--- src/rtl/jt900h_opq_pkg.sv ---
// Shared definitions for the TLCS-900H prefetch queue: bus FSM states,
// opcode window width and bus byte-order helpers.
package jt900h_opq_pkg;

    typedef enum logic {
        OPQ_IDLE = 1'b0,
        OPQ_BUS  = 1'b1
    } opq_state_t;

    localparam int OPW = 4;

    // Byte of a 16-bit bus word at the given address parity
    function automatic logic [7:0] word_byte(input logic [15:0] w, input logic odd);
        return odd ? w[15:8] : w[7:0];
    endfunction

endpackage

--- src/rtl/jt900h_opq_buf.sv ---
// Circular byte buffer for the prefetch queue: 0/1/2-byte push at the tail,
// 0-3-byte pop at the head and a zero-masked 4-byte read window.
module jt900h_opq_buf
    import jt900h_opq_pkg::*;
#(
    parameter int DEPTH = 8,
    parameter int CW    = $clog2(DEPTH) + 1
)(
    input  logic          clk,
    input  logic          rst,
    input  logic          cen,
    input  logic          flush,
    input  logic [1:0]    push_n,
    input  logic [7:0]    push_b0,
    input  logic [7:0]    push_b1,
    input  logic [1:0]    pop_n,
    output logic [CW-1:0] cnt,
    output logic [31:0]   win
);

    localparam int PW = $clog2(DEPTH);

    logic [7:0]    mem [DEPTH];
    logic [PW-1:0] head, tail;

    always_ff @(posedge clk, posedge rst) begin
        if (rst) begin
            head <= '0;
            tail <= '0;
            cnt  <= '0;
        end else if (cen) begin
            if (flush) begin
                head <= '0;
                tail <= '0;
                cnt  <= '0;
            end else begin
                head <= head + PW'(pop_n);
                tail <= tail + PW'(push_n);
                cnt  <= cnt + CW'(push_n) - CW'(pop_n);
            end
        end
    end

    // NOTE: storage has no reset; every byte at or beyond cnt is masked in the window.
    always_ff @(posedge clk) begin
        if (cen && !flush) begin
            if (push_n != 2'd0) mem[tail] <= push_b0;
            if (push_n == 2'd2) mem[tail + PW'(1)] <= push_b1;
        end
    end

    always_comb begin
        win = '0;
        for (int i = 0; i < OPW; i++) begin
            if (CW'(i) < cnt) win[8*i +: 8] = mem[head + PW'(i)];
        end
    end

endmodule

--- src/rtl/jt900h_opq.sv ---
// TLCS-900H instruction prefetch queue: bus FSM, pc/bus_addr counters and flush.
// Define JT900H_OPQ_PREFETCH_EN to fill up to DEPTH bytes instead of stopping at 4.
module jt900h_opq
    import jt900h_opq_pkg::*;
#(
    parameter int DEPTH = 8,
    parameter int AW    = 24
)(
    input  logic          clk,
    input  logic          rst,
    input  logic          cen,
    input  logic          pc_load,
    input  logic [AW-1:0] pc_din,
    input  logic [1:0]    fetched,
    output logic [31:0]   op,
    output logic          op_ok,
    output logic [AW-1:0] pc,
    output logic [AW-1:0] bus_addr,
    output logic          bus_rd,
    input  logic [15:0]   bus_din,
    input  logic          bus_ok
);

    localparam int CW = $clog2(DEPTH) + 1;
`ifdef JT900H_OPQ_PREFETCH_EN
    localparam int FILL_LIM = DEPTH;
`else
    localparam int FILL_LIM = OPW;
`endif

    opq_state_t    st, st_nx;
    logic [CW-1:0] cnt, cnt_pop, cnt_nx;
    logic [1:0]    pop_n, push_n;
    logic [AW-1:0] addr_nx;
    logic          accept;

    // A word fits when under the fill limit and the bytes it brings fit in the buffer
    function automatic logic has_room(input logic [CW-1:0] c, input logic odd);
        return (int'(c) < FILL_LIM) && (int'(c) + (odd ? 1 : 2) <= DEPTH);
    endfunction

    assign op_ok   = (cnt >= CW'(OPW));
    assign bus_rd  = (st == OPQ_BUS);
    assign pop_n   = (op_ok && !pc_load) ? fetched : 2'd0;
    assign accept  = (st == OPQ_BUS) && bus_ok && !pc_load;
    // An odd address only brings its upper byte; push size is also the address step
    assign push_n  = accept ? (bus_addr[0] ? 2'd1 : 2'd2) : 2'd0;
    assign cnt_pop = cnt - CW'(pop_n);
    assign cnt_nx  = cnt_pop + CW'(push_n);
    assign addr_nx = bus_addr + AW'(push_n);

    always_comb begin
        // NOTE: default first so no latch is inferred on paths that leave it alone.
        st_nx = st;
        case (st)
            OPQ_IDLE: if (has_room(cnt_pop, bus_addr[0])) st_nx = OPQ_BUS;
            OPQ_BUS:  if (bus_ok) st_nx = has_room(cnt_nx, addr_nx[0]) ? OPQ_BUS : OPQ_IDLE;
            default:  st_nx = OPQ_IDLE;
        endcase
        if (pc_load) st_nx = OPQ_IDLE;
    end

    always_ff @(posedge clk, posedge rst) begin
        if (rst) begin
            st       <= OPQ_IDLE;
            pc       <= '0;
            bus_addr <= '0;
        end else if (cen) begin
            st <= st_nx;
            if (pc_load) begin
                pc       <= pc_din;
                bus_addr <= pc_din;
            end else begin
                pc       <= pc + AW'(pop_n);
                bus_addr <= addr_nx;
            end
        end
    end

    jt900h_opq_buf #(.DEPTH(DEPTH), .CW(CW)) u_buf (
        .clk     (clk),
        .rst     (rst),
        .cen     (cen),
        .flush   (pc_load),
        .push_n  (push_n),
        .push_b0 (word_byte(bus_din, bus_addr[0])),
        .push_b1 (bus_din[15:8]),
        .pop_n   (pop_n),
        .cnt     (cnt),
        .win     (op)
    );

endmodule

--- config.mk ---
export PLATFORM = sky130hd
export DESIGN_NAME = jt900h_opq
export DESIGN_NICKNAME = d
export VERILOG_FILES = /design/src/rtl/jt900h_opq_pkg.sv /design/src/rtl/jt900h_opq_buf.sv /design/src/rtl/jt900h_opq.sv
export SDC_FILE = /design/constraint.sdc
export NUM_CORES = 1
export LEC_CHECK = 0
export CAP_MARGIN = 20
export CORE_ASPECT_RATIO = 0.75
export CORE_UTILIZATION = 30
export DETAILED_ROUTE_END_ITERATION = 10
export DONT_BUFFER_PORTS = 1
export HOLD_SLACK_MARGIN = 0.12
export PLACE_DENSITY = 0.45
export SYNTH_ARGS = -nofsm -noshare
export SYNTH_HDL_FRONTEND = slang
export SYNTH_SLANG_ARGS = --single-unit
--- constraint.sdc ---
create_clock -name clk -period 6.1 [get_ports clk]
set_input_delay 0.61 -clock clk [delete_from_list [all_inputs] [get_ports clk]]
set_output_delay 0.61 -clock clk [all_outputs]
set_load 0.005 [all_outputs]
# Word level (Yosys, flattened, before mapping)
# Memory sizes are Yosys's and may differ from the RTL's.
# Index checks and enable logic that the tools add are counted.
[totals] mem_bits_rw=64 latchBits=0 in_bits=47 mem_count=1 elab_cells=66 output_inout_bits=82 rom_bits=0 reg_bits=59
[mem_list] name="u_buf.mem" depth=8 word_bits=8 rd=4 rd_clocked_by_memory_dff=0 write_ports=2 line_no="jt900h_opq_buf.sv:23" rtl="logic [7:0] mem [DEPTH];"
[op_classes] order_cmp=9 div=0 multipliers=0 eq_ne=1 shifts=0 n_mux=26 n_reduce_logical=8 n_addsub=14 bitwise=1
[op_table] operator="adder 24 x 2 -> 24 bit" count=2
[op_table] operator="2-to-1 mux 24 bit" count=2
[op_table] operator="2-to-1 mux 8 bit" count=5
[op_table] operator="adder 4 x 2 -> 5 bit" count=2
[op_table] operator="<= comparator 5 x 4 -> 1 bit, second input constant" count=2
[op_table] operator="2-to-1 mux 1 bit" count=10
[op_table] operator="2-to-1 mux 2 bit" count=5
[op_table] operator="adder 4 x 2 -> 4 bit" count=2
[op_table] operator="less-than comparator 1 x 4 -> 1 bit, first input constant" count=2
[op_table] operator="less-than comparator 2 x 4 -> 1 bit, first input constant" count=2
[op_table] operator="less-than comparator 4 x 3 -> 1 bit, second input constant" count=2
[op_table] operator="subtractor 4 x 2 -> 4 bit" count=2
[op_table] operator="adder 3 x 1 -> 3 bit, second input constant" count=2
[op_table] operator="adder 3 x 2 -> 3 bit" count=2
[op_table] operator="adder 3 x 2 -> 3 bit, second input constant" count=2
[op_table] operator="logical AND 1 bit" count=6
[op_table] operator="2-to-1 mux 3 bit" count=2
[op_table] operator="greater-or-equal comparator 4 x 3 -> 1 bit, second input constant" count=1
[op_table] operator="2-to-1 mux 4 bit" count=1
[op_table] operator="equality test 2 bit, second input constant" count=1
[op_table] operator="one-hot mux 1 bit (2 select lines)" count=1
[op_table] operator="nonzero test 2 bit" count=1
[op_table] operator="zero test 1 bit" count=1
[op_table] operator="inverter 1 bit" count=1

# Depth between registers and ports, before layout
[depth] ltp_word=12 depth_mapped=14 depth_no_buf=12

# Modules after synthesis
# A second synthesis with hierarchy kept.
[unflattened] cells_unflattened=796 hier_area_um2=8744.6
[by_module_without_submodules] mod="jt900h_opq_buf" cells_each=390 instances=1 area_each_um2=5261.3 seq_area_each_um2=2172.1
[by_module_without_submodules] mod="jt900h_opq" cells_each=406 instances=1 area_each_um2=3483.3 seq_area_each_um2=1226.2

# Worst setup path after synthesis
# No wires, ideal clock.
[synth_path] path_kind="reg-to-output" from="register u_buf.head[1]" to="output port op[29]" setup_slack_ns=2.837 arrival_ns=2.653 t_required_ns=5.490 n_path_buf=3 path_stages_with_launch=9 path_cell_list="dfrtp_1 buf_1 inv_1 clkbuf_1 ha_1 xnor2_1 buf_2 mux4_2 a22o_1"
[synth_between] elab_chain_cells=3
[synth_rtl] element="from (decl)" line_no="jt900h_opq_buf.sv:24" rtl="logic [PW-1:0] head, tail;"
[synth_rtl] element="from (signal assigned)" line_no="jt900h_opq_buf.sv:37" rtl="head <= head + PW'(pop_n);"
[synth_rtl] element="adder 3 x 2 -> 3 bit" line_no="jt900h_opq_buf.sv:55" rtl="if (CW'(i) < cnt) win[8*i +: 8] = mem[head + PW'(i)];"
[synth_rtl] element="memory (8 x 8 bit)"
[synth_rtl] element="2-to-1 mux 8 bit" line_no="jt900h_opq_buf.sv:55"
[synth_rtl] element="to (decl)" line_no="jt900h_opq.sv:15" rtl="output logic [31:0] op,"
# Every way passes these cells.

# Worst setup path in the final report
[layout_path] from="register u_buf.cnt[2]" to="register pc[16]"
[layout_between] elab_chain_cells=5
[layout_rtl] element="from (decl)" line_no="jt900h_opq_buf.sv:17" rtl="output logic [CW-1:0] cnt,"
[layout_rtl] element="from (signal assigned)" line_no="jt900h_opq_buf.sv:39" rtl="cnt <= cnt + CW'(push_n) - CW'(pop_n);"
[layout_rtl] element="greater-or-equal comparator 4 x 3 -> 1 bit" line_no="jt900h_opq.sv:42" rtl="assign op_ok = (cnt >= CW'(OPW));"
[layout_rtl] element="logical AND 1 bit" line_no="jt900h_opq.sv:44" rtl="assign pop_n = (op_ok && !pc_load) ? fetched : 2'd0;"
[layout_rtl] element="2-to-1 mux 2 bit" line_no="jt900h_opq.sv:44"
[layout_rtl] element="adder 24 x 2 -> 24 bit" line_no="jt900h_opq.sv:74" rtl="pc <= pc + AW'(pop_n);"
[layout_rtl] element="2-to-1 mux 24 bit" line_no="jt900h_opq.sv:70" rtl="if (pc_load) begin"
[layout_rtl] element="to (signal assigned)" line_no="jt900h_opq.sv:71" rtl="pc <= pc_din;"
[layout_rtl] element="to (signal assigned)" line_no="jt900h_opq.sv:74"
[layout_rtl] element="to (decl)" line_no="jt900h_opq.sv:17" rtl="output logic [AW-1:0] pc,"
# Every way passes these cells.
# A chain may end at the register's enable or synchronous reset.

==> impl_metrics.yaml <==
status:
  status: "finished clean"
layout:
  fin_nets: 918
  synthToLayoutAreaGrowth_pct: 9.34
  layout-drive-gt1-share: 0.143
  final_common_cell: "a21oi_1"
  fill_cells: 2970
  diodes: 0
  fin_cells: 1254
  final_cell_mix: "a21oi_1 (98), nor2_1 (94), nand2_1 (74)"
clock_tree:
  root_buffer: "clkbuf_16"
  hold_buffers: 0
  cts_sinks: 123
  cts_inserted_buffers: 17
  cts.htree.levels: 4
  ctsResizeCount: 0
  cts.path.max_buffers: 2
  clock_latency_ns: 0.42
  cts_setup_buffers: 0
  clk_pin_slew_ns: 0.06
  cts_tree: "built"
logic_synthesis:
  postSynth.asyncResetShare: 0.480
  ys.flop_type: "edfxtp_1"
  synth_fp_nets: 962
  synthDistinctLibCells: 72
  yosysWarningCount: 0
  syn-mean-instance-area_um2: 10.0
  synth_edf_count: 64
  synth_area_mm2: 0.00897
  ys_seq_area_frac: 0.379
  synth-seq-cells: 123
  synthCells: 893
sta:
  final.min_clock_period_ns: 3.63
  max_freq_mhz: 275
  min_period_over_period: 0.596
  tns_ns: 0
  rsz0062_at_grt: "no"
  setup_viol: 0
  hold_violations: 0
  tightest_slew_ns: 1.19
  relSlewSlack: 0.202
  slew_viol_final: 0
  worst_clock_skew_ns: 0.0125
route:
  via_count: 7379
  wire_per_inst_um: 24.0
  dr.pass1.iters: 7
  avgViaCountPerCell: 5.88
  drt-total-wl_mm: 30.1
  drc: 0
  drt_first_iter_violations: 799
  ant_nets: 0
worst_setup_path:
  reg2reg_slack_ns: 2.47
  r2r-start: "u_buf.cnt[2]$_DFFE_PP0P_"
  arrival_ns: 3.95
  critPathMaxFanout: 11
  crit_required_ns: 6.42
  r2r_cells: 9
  crit_path_end_kind: "register"
  regToRegEndpoint: "pc[16]$_DFFE_PP0P_"
  cp-start-kind: "register"
  critPathKind: "reg -> reg"
floorplanning:
  die_area_mm2: 0.0306
  rows: 54
  start_util: 0.306
  core_area_mm2: 0.0293
  ios: 129
  die_x_um: 202
  dieHeight_um: 152
power_and_ir_drop:
  cellLeakagePower_nw: 3.46
  p_per_area_mw_per_mm2: 320
  ir_worst_vdd_mv: 0.203
run:
  maxCapViolCount: 0
global_routing:
  antenna_found_initial: 0
  grt_pass1_vias: 6658
  grt-ovfl-total: 0
  grt_max_degree: 77
  grt_pass1_wl_mm: 46.0
  grt.total_usage: 0.201
hold_path:
  worstHoldStart: "pc_load"
  hp-class: "in -> reg"
  holdPathStages: 1
  min_to: "u_buf.head[1]$_DFFE_PP0P_"
place:
  place_inst: 1222
  port_buffers: 0
  dp.final_hpwl_mm: 22.1
  place.gp.congestion: 0.830
[metal layers]
metal | GRT usage | wire (um)
met1 | 0.333 | 15900
met5 | 0 | 0
met2 | 0.251 | 11500
met4 | 0.0341 | 214
met3 | 0.0522 | 2460
[state kept, by name, indices dropped and copies added (netlist names)]
| signal | count |
|---|---|
| u_buf.cnt | 4 |
| u_buf.head | 3 |
| u_buf.mem | 64 |
| u_buf.tail | 3 |
| bus_addr | 24 |
| bus_rd | 1 |
| pc | 24 |
[stage by stage]
stage	cell area, um2	utilization	setup slack [ns]	total power [mW]	hold slack (ns)
floorplan	8970	-	2.84	1.92	0.516
global placement	9250	0.316	2.55	2.17	0.546
detailed placement	9250	0.316	2.48	2.17	0.548
CTS	9800	0.335	2.45	3.17	0.263
global route	9800	0.335	2.16	3.33	0.269
finish	9800	0.335	2.47	3.13	0.299
[cells by family after synthesis]
logic type | Yosys count | share of synthesized area
buf+inv | 109 | 0.0511
compound gates | 235 | 0.171
simple gates | 319 | 0.185
xor+xnor | 11 | 0.0107
flops | 123 | 0.379
mux | 74 | 0.166
fa+ha+maj | 22 | 0.0374
[synthesized netlist by cell type, drive strengths merged (4+ instances only)]
cell    count  area (um2)
a22oi       4        30.0
a311oi      8        70.1
a211o       4        35.0
o31ai       8        60.1
nand4b      6        77.6
ha         14         175
or4         5        37.5
and2       10        62.6
dfrtp      59        1480
a31oi       5        31.3
fa          8         160
buf        40         196
o311ai      7        61.3
nand2      74         278
and4        7        61.3
nor2       94         353
nor4        9        62.6
or3        11        68.8
a21oi      98         490
mux4       60        1350
a32oi       5        51.3
clkbuf     39         149
nor3b       4        41.3
nor3       14        70.1
xnor2       8        70.1
o211ai     10        75.1
nand3b      5        37.5
nand4      24         175
inv        29         109
a22o       22         193
mux2i      14         140
and3        7        43.8
nand3      35         175
edfxtp     64        1920
o21ai      32         160
o22ai       5        31.3
[power by group]
group	total [mW]	internal [mW]	leakage [nW]	switching [mW]
combinational	1.02	0.464	1.92	0.557
clock	0.985	0.562	0.259	0.424
sequential	1.13	0.958	1.29	0.168
[layout make-up]
class	count	area (um2)	share of cell area
multi-input combinational	661	5130	0.523
clock buffer	18	429	0.0438
clock inverter	14	121	0.0124
timing repair buffer	16	118	0.0120
tap	392	490	0.0500
sequential	123	3400	0.347
inverter	30	113	0.0115
[critical path, cell delays in order (launching register included)]
cell and delay (ns):
dfrtp_1 0.45, inv_1 0.11, ha_1 0.32, nor3b_4 0.38
nand2_1 0.15, fa_1 0.46, and4b_1 0.44, nand4_1 0.48
or3_1 0.51, o311ai_1 0.23
[worst max path at each step]
stage	from	endpoint	slack [ns]
detailed placement	bus_addr[0]$_DFFE_PP0P_	bus_addr[14]$_DFFE_PP0P_	2.48
CTS	u_buf.head[0]$_DFFE_PP0P_	op[24]	2.45
finish	u_buf.cnt[2]$_DFFE_PP0P_	pc[16]$_DFFE_PP0P_	2.47
global placement	bus_addr[0]$_DFFE_PP0P_	bus_addr[14]$_DFFE_PP0P_	2.55
global route	u_buf.cnt[2]$_DFFE_PP0P_	pc[16]$_DFFE_PP0P_	2.16
floorplan	u_buf.head[1]$_DFFE_PP0P_	op[29]	2.84
No activity file was read; power rests on OpenSTA's default activity.
